## src/rtl/imem_pkg.sv

```systemverilog
// Shared definitions for the instruction memory and its boot loader:
// memory geometry, loader state encoding and header field widths.
package imem_pkg;

   localparam int IMEM_ADDR_W = 10;
   localparam int IMEM_DEPTH  = 1 << IMEM_ADDR_W;

   // Stream framing: 16-bit little-endian word count, then 8-bit bytes.
   localparam int HDR_COUNT_W = 16;
   localparam int BYTE_W      = 8;

   typedef enum logic [2:0] {
      ST_IDLE   = 3'd0,
      ST_HDR_LO = 3'd1,
      ST_HDR_HI = 3'd2,
      ST_DATA   = 3'd3,
      ST_CHK    = 3'd4,
      ST_DONE   = 3'd5,
      ST_ERR    = 3'd6
   } ld_state_e;

endpackage

```

## src/rtl/imem_word_packer.sv

```systemverilog
// Assembles four consecutive stream bytes into a little-endian 32-bit word.
// o_word_valid is a combinational strobe on the fourth byte handshake and
// o_word is valid only while it is high.
module imem_word_packer
   import imem_pkg::*;
(
   input  logic              i_clk,
   input  logic              i_rst_n,
   input  logic              i_clr,
   input  logic              i_byte_hs,
   input  logic [BYTE_W-1:0] i_byte_data,
   output logic              o_word_valid,
   output logic [31:0]       o_word
);

   logic [1:0]  byte_cnt_q;
   logic [23:0] shift_q;

   // Newest byte enters at the top, so after three bytes shift_q = {b2,b1,b0}.
   always_ff @(posedge i_clk or negedge i_rst_n) begin
      if (!i_rst_n) begin
         byte_cnt_q <= 2'd0;
         shift_q    <= 24'd0;
      end else if (i_clr) begin
         byte_cnt_q <= 2'd0;
      end else if (i_byte_hs) begin
         byte_cnt_q <= byte_cnt_q + 2'd1;
         shift_q    <= {i_byte_data, shift_q[23:8]};
      end
   end

   assign o_word_valid = i_byte_hs & (byte_cnt_q == 2'd3);
   assign o_word       = {i_byte_data, shift_q};

endmodule

```

## src/rtl/imem_loader.sv

```systemverilog
// Boot-time instruction memory loader: parses a word-count header, packs the
// following bytes into words, writes them from index 0 upward and holds the
// core in reset until the image is complete.
// Optional feature macro: IMEM_LOADER_CHECKSUM_EN (trailing XOR checksum byte).
module imem_loader
   import imem_pkg::*;
#(
   parameter int ADDR_W = IMEM_ADDR_W,
   parameter int WORD_W = 32
) (
   input  logic              i_clk,
   input  logic              i_rst_n,
   input  logic              i_start,
   input  logic              i_byte_valid,
   input  logic [BYTE_W-1:0] i_byte_data,
   output logic              o_byte_ready,
   output logic              o_we,
   output logic [ADDR_W-1:0] o_waddr,
   output logic [WORD_W-1:0] o_wdata,
   output logic              o_busy,
   output logic              o_done,
   output logic              o_err,
   output logic              o_cpu_hold
);

   localparam logic [HDR_COUNT_W:0] DEPTH_L = (HDR_COUNT_W+1)'(1 << ADDR_W);

   ld_state_e              state_q;
   logic                   byte_ready_q, busy_q, done_q, err_q, hold_q;
   logic                   fin_q;
   logic [HDR_COUNT_W-1:0] word_cnt_q;
   logic [ADDR_W:0]        widx_q;
   logic                   we_q;
   logic [ADDR_W-1:0]      waddr_q;
   logic [WORD_W-1:0]      wdata_q;
`ifdef IMEM_LOADER_CHECKSUM_EN
   logic [BYTE_W-1:0]      csum_q;
`endif

   logic                   hs, data_hs, start_ok, word_valid, last_word;
   logic [31:0]            word;
   logic [HDR_COUNT_W-1:0] hdr_count_d;

   assign hs          = i_byte_valid & byte_ready_q;
   assign data_hs     = hs & (state_q == ST_DATA);
   assign start_ok    = i_start & ((state_q == ST_IDLE) || (state_q == ST_DONE) ||
                                   (state_q == ST_ERR));
   assign hdr_count_d = {i_byte_data, word_cnt_q[7:0]};
   assign last_word   = (HDR_COUNT_W'(widx_q) + 16'd1) == word_cnt_q;

   imem_word_packer u_packer (
      .i_clk        (i_clk),
      .i_rst_n      (i_rst_n),
      .i_clr        (start_ok),
      .i_byte_hs    (data_hs),
      .i_byte_data  (i_byte_data),
      .o_word_valid (word_valid),
      .o_word       (word)
   );

   // Write port: one registered pulse per completed word, index advances after it.
   always_ff @(posedge i_clk or negedge i_rst_n) begin
      if (!i_rst_n) begin
         we_q    <= 1'b0;
         waddr_q <= '0;
         wdata_q <= '0;
         widx_q  <= '0;
      end else begin
         we_q <= word_valid;
         if (start_ok) begin
            widx_q <= '0;
         end else if (word_valid) begin
            waddr_q <= widx_q[ADDR_W-1:0];
            wdata_q <= word;
            widx_q  <= widx_q + 1'b1;
         end
      end
   end

   // Loader FSM with all status outputs registered alongside the state.
   always_ff @(posedge i_clk or negedge i_rst_n) begin
      if (!i_rst_n) begin
         state_q      <= ST_IDLE;
         byte_ready_q <= 1'b0;
         busy_q       <= 1'b0;
         done_q       <= 1'b0;
         err_q        <= 1'b0;
         hold_q       <= 1'b1;
         fin_q        <= 1'b0;
         word_cnt_q   <= '0;
`ifdef IMEM_LOADER_CHECKSUM_EN
         csum_q       <= '0;
`endif
      end else begin
`ifdef IMEM_LOADER_CHECKSUM_EN
         if (start_ok) csum_q <= '0;
         else if (data_hs) csum_q <= csum_q ^ i_byte_data;
`endif
         case (state_q)
            ST_IDLE, ST_DONE, ST_ERR: begin
               if (start_ok) begin
                  state_q      <= ST_HDR_LO;
                  byte_ready_q <= 1'b1;
                  busy_q       <= 1'b1;
                  done_q       <= 1'b0;
                  err_q        <= 1'b0;
                  hold_q       <= 1'b1;
                  fin_q        <= 1'b0;
               end
            end
            ST_HDR_LO: begin
               if (hs) begin
                  word_cnt_q[7:0] <= i_byte_data;
                  state_q         <= ST_HDR_HI;
               end
            end
            ST_HDR_HI: begin
               if (hs) begin
                  word_cnt_q <= hdr_count_d;
                  if (hdr_count_d == '0) begin
                     // Empty image: take the same one-cycle finishing step as a full one.
                     state_q      <= ST_DATA;
                     byte_ready_q <= 1'b0;
                     fin_q        <= 1'b1;
                  end else if ({1'b0, hdr_count_d} > DEPTH_L) begin
                     state_q      <= ST_ERR;
                     byte_ready_q <= 1'b0;
                     busy_q       <= 1'b0;
                     err_q        <= 1'b1;
                  end else begin
                     state_q <= ST_DATA;
                  end
               end
            end
            ST_DATA: begin
               if (fin_q) begin
                  fin_q <= 1'b0;
`ifdef IMEM_LOADER_CHECKSUM_EN
                  state_q      <= ST_CHK;
                  byte_ready_q <= 1'b1;
`else
                  state_q <= ST_DONE;
                  busy_q  <= 1'b0;
                  done_q  <= 1'b1;
                  hold_q  <= 1'b0;
`endif
               end else if (word_valid && last_word) begin
                  // Stop accepting while the final write pulse is on the port.
                  byte_ready_q <= 1'b0;
                  fin_q        <= 1'b1;
               end
            end
            ST_CHK: begin
`ifdef IMEM_LOADER_CHECKSUM_EN
               if (hs) begin
                  byte_ready_q <= 1'b0;
                  busy_q       <= 1'b0;
                  if (i_byte_data == csum_q) begin
                     state_q <= ST_DONE;
                     done_q  <= 1'b1;
                     hold_q  <= 1'b0;
                  end else begin
                     state_q <= ST_ERR;
                     err_q   <= 1'b1;
                  end
               end
`else
               state_q <= ST_IDLE;
`endif
            end
            default: state_q <= ST_IDLE;
         endcase
      end
   end

   assign o_byte_ready = byte_ready_q;
   assign o_we         = we_q;
   assign o_waddr      = waddr_q;
   assign o_wdata      = wdata_q;
   assign o_busy       = busy_q;
   assign o_done       = done_q;
   assign o_err        = err_q;
   assign o_cpu_hold   = hold_q;

endmodule

```

## config.mk

```make
export PLATFORM = sky130hd
export DESIGN_NAME = imem_loader
export DESIGN_NICKNAME = d
export VERILOG_FILES = /design/src/rtl/imem_pkg.sv /design/src/rtl/imem_word_packer.sv /design/src/rtl/imem_loader.sv
export SDC_FILE = /design/constraint.sdc
export NUM_CORES = 1
export LEC_CHECK = 0
export ABC_AREA = 1
export CAP_MARGIN = 20
export CORE_UTILIZATION = 55
export CTS_CLUSTER_SIZE = 8
export DETAILED_ROUTE_END_ITERATION = 16
export PLACE_DENSITY = 0.83
export SETUP_SLACK_MARGIN = 0.2
export SLEW_MARGIN = 20
export SYNTH_ARGS = -nofsm -noshare
export SYNTH_HDL_FRONTEND = slang
export SYNTH_SLANG_ARGS = --single-unit
```

## constraint.sdc

```tcl
create_clock -name i_clk -period 1.89 [get_ports i_clk]
set_input_delay 0.2835 -clock i_clk [delete_from_list [all_inputs] [get_ports i_clk]]
set_output_delay 0.2835 -clock i_clk [all_outputs]
set_load 0.05 [all_outputs]
```

==> impl_metrics.json <==
{
  "nFillCells": 635,
  "async_flop_share": 1.00,
  "netlist_top_cells_count": "nand2_1 (192), dfrtp_1 (104), o21ai_0 (85)",
  "hold_violations": 0,
  "ys_seq_area_frac": 0.569,
  "worst_pin_slew_ns": 0.517,
  "start_kind": "flip-flop",
  "wire_per_inst_um": 15.4,
  "syn_inst": 551,
  "synth-seq-cells": 105,
  "die_x_um": 93.6,
  "grt_overflow_total": 0,
  "ys_types": 28,
  "synth_nets": 565,
  "grt_max_degree": 56,
  "route.detailed.drc": 0,
  "cap_violations": 0,
  "yosysMostFrequentCell": "nand2_1",
  "io_pins": 60,
  "p_per_area_nw_per_um2": 655,
  "place_congestion": 0.937,
  "clkSinkCount": 105,
  "vias_per_cell": 5.38,
  "ir_drop_mv": 0.406,
  "hold_slack_ns": 0.395,
  "critPathRequiredTime_ns": 2.21,
  "syn_area_um2": 4620,
  "finalPower_mw": 3.78,
  "synth-main-ff-cell": "dfrtp_1",
  "clock_power_share": 0.381,
  "die-height_um": 93.6,
  "rows": 33,
  "final_core_util": 0.707,
  "drv_slew": 0,
  "syn_to_final_growth_pct": 25.2,
  "path_class": "flip-flop to flip-flop",
  "power_frac_seq": 0.593,
  "ant_nets": 0,
  "cts-htree-levels": 3,
  "antenna_found_initial": 0,
  "stdcell_count": 739,
  "arrival_ns": 2.07,
  "status": "completed",
  "drive_gt1_frac": 0.125,
  "cts_buffer_depth": 2,
  "syn_avg_cell_area_um2": 8.38,
  "grt_first_pass_wirelength_mm": 17.6,
  "fin_skew_ns": 0.00796,
  "setup_viol": 0,
  "cts_tree": "built",
  "wl_mm": 11.4,
  "drt-initial-drc-count": 255,
  "antenna_cells": 0,
  "nets": 643,
  "swShare": 0.231,
  "design.core.area_um2": 8180,
  "numCtsBuffers": 9,
  "ff2ff_path_depth": 15,
  "dp.cells": 712,
  "die_area_um2": 8770,
  "multi_input_area_um2": 1780,
  "p_leak_nw": 2.98,
  "min_period_over_period": 0.928,
  "timing.fmax_mhz": 570,
  "dp.final_hpwl_mm": 7.44,
  "period_minus_slack_ns": 1.75,
  "clk_latency_ns": 0.37,
  "synth.top_cells.by_area": "dfrtp_1 (56%), nand2_1 (16%), o21ai_0 (9.2%), inv_1 (4.4%), nand3_1 (3.3%)",
  "io_buffers": 59,
  "start_util": 0.565,
  "power.switching_uw": 873,
  "cp-end-kind": "flip-flop",
  "r2r_slack_ns": 0.14,
  "yosysWarnings": 0,
  "clk_pin_slew_worst_paths_ns": 0.11,
  "pwr-share-comb": 0.025,
  "clockRootBuffer": "clkbuf_8",
  "first_pass_iters": 5,
  "regArea_um2": 2630,
  "grt_usage": 0.261,
  "first_global_vias": 3635,
  "min_path_type": "input pin to async pin",
  "internal_power_mw": 2.91,
  "synth_top_cell_by_area": "dfrtp_1",
  "slew_headroom": 0.657,
  "yosysTopAreaCellShare": 0.564,
  "synth-edff-count": 0,
  "dr_total_vias": 3973,
  "rsz0062_at_grt": "yes",
  "fin_tns_setup_ns": 0,
  "cp_max_fo": 4
}
-- state kept, by name (all words and copies together) (netlist names) --
| name | cells |
|---|---|
| o_err | 1 |
| u_packer.shift_q | 24 |
| o_we | 1 |
| fin_q | 1 |
| widx_q | 11 |
| o_byte_ready | 1 |
| o_cpu_hold | 1 |
| u_packer.byte_cnt_q | 2 |
| o_busy | 1 |
| o_done | 1 |
| o_wdata | 32 |
| state_q | 3 |
| word_cnt_q | 16 |
| o_waddr | 10 |
-- worst max-delay path, stage by stage (launching register included) --
cell and delay, ns:
dfrtp_1 0.43, ha_4 0.18, nand2_2 0.07, nor2_4 0.13, nand2_1 0.08, nand3_1 0.07, nand2_1 0.07, nor2_2 0.09
nand2_1 0.06, nor2_1 0.10, nand2_1 0.09, nor2_1 0.09, nand2_1 0.06, nand2_1 0.07, nand2_1 0.05, nand2_1 0.05
-- placed cells by master, fill, tap and decap left out, types with 3 or more instances in the layout --
master,n
clkbuf_8,9
nand2_2,9
dfrtp_1,101
clkdlybuf4s50_1,10
nand4_1,7
nor2_2,4
dfrtp_2,3
inv_1,52
o22ai_1,4
buf_4,22
o21ai_0,84
clkbuf_16,3
dlygate4sd2_1,45
nor2_4,6
nand3_1,28
nand2_1,186
nor2_1,24
buf_12,3
-- per-stage QoR --
step	cell area [um^2]	setup WS (ns)
final	5780	0.135
after global routing	5780	-0.000368
after CTS	5630	0.185
after detailed placement	5420	0.0620
after global placement	5420	0.109
after floorplan	4620	0.232
-- what timing repair did --
item                       4_1_cts  5_1_grt
cloned                           0        3
hold buffers                     1        0
hold endpoints to repair        31        0
pin swaps                        4        4
setup endpoints to repair       64       52
gates resized for setup         56       13
buffers inserted                 2        5
-- routing by layer --
layer	routed length, um	GRT usage
met1	4870	0.368
met3	593	0.0472
met2	5700	0.413
met4	227	0.0846
met5	0	0
-- power by group through the flow --
stage / combinational [mW] / sequential [mW] / clock (mW)
2_1_floorplan: 0.00940 / 2.29 / 0
3_3_place_gp: 0.0964 / 2.29 / 0
3_5_place_dp: 0.0977 / 2.29 / 0
4_1_cts: 0.0993 / 2.24 / 1.45
5_1_grt: 0.110 / 2.25 / 1.55
6_report: 0.0961 / 2.24 / 1.44
-- kinds of logic (layout without fill, tap and decap cells) --
group | Yosys count | count (layout) | share of synthesized area
compound gates | 94 | 94 | 0.106
xor+xnor | 2 | 2 | 0.00379
fa+ha+maj | 2 | 2 | 0.00542
buf+inv | 74 | 157 | 0.0618
flops | 105 | 105 | 0.569
mux | 2 | 2 | 0.00488
simple gates | 272 | 272 | 0.248
-- final cells by class --
class	instances	area share
multi-input cells	372	0.308
repair buffers	86	0.143
flip-flops and latches	105	0.455
well taps	105	0.0227
inverters	55	0.0357
clock inverters	6	0.0128
clock buffers	10	0.0221
-- final timing paths --
| kind | from | endpoint |
|---|---|---|
| setup / recovery | widx_q[0] | fin_q |
| hold / removal | i_rst_n | u_packer.shift_q[5] |
| setup reg to reg | widx_q[0] | fin_q |
| hold reg to reg | o_wdata[3] | o_wdata[3] |
| max in group asynchronous | i_rst_n | o_cpu_hold |
| min in group i_clk | o_wdata[3] | o_wdata[3] |
Note: power is estimated with default switching activity, not from simulation.
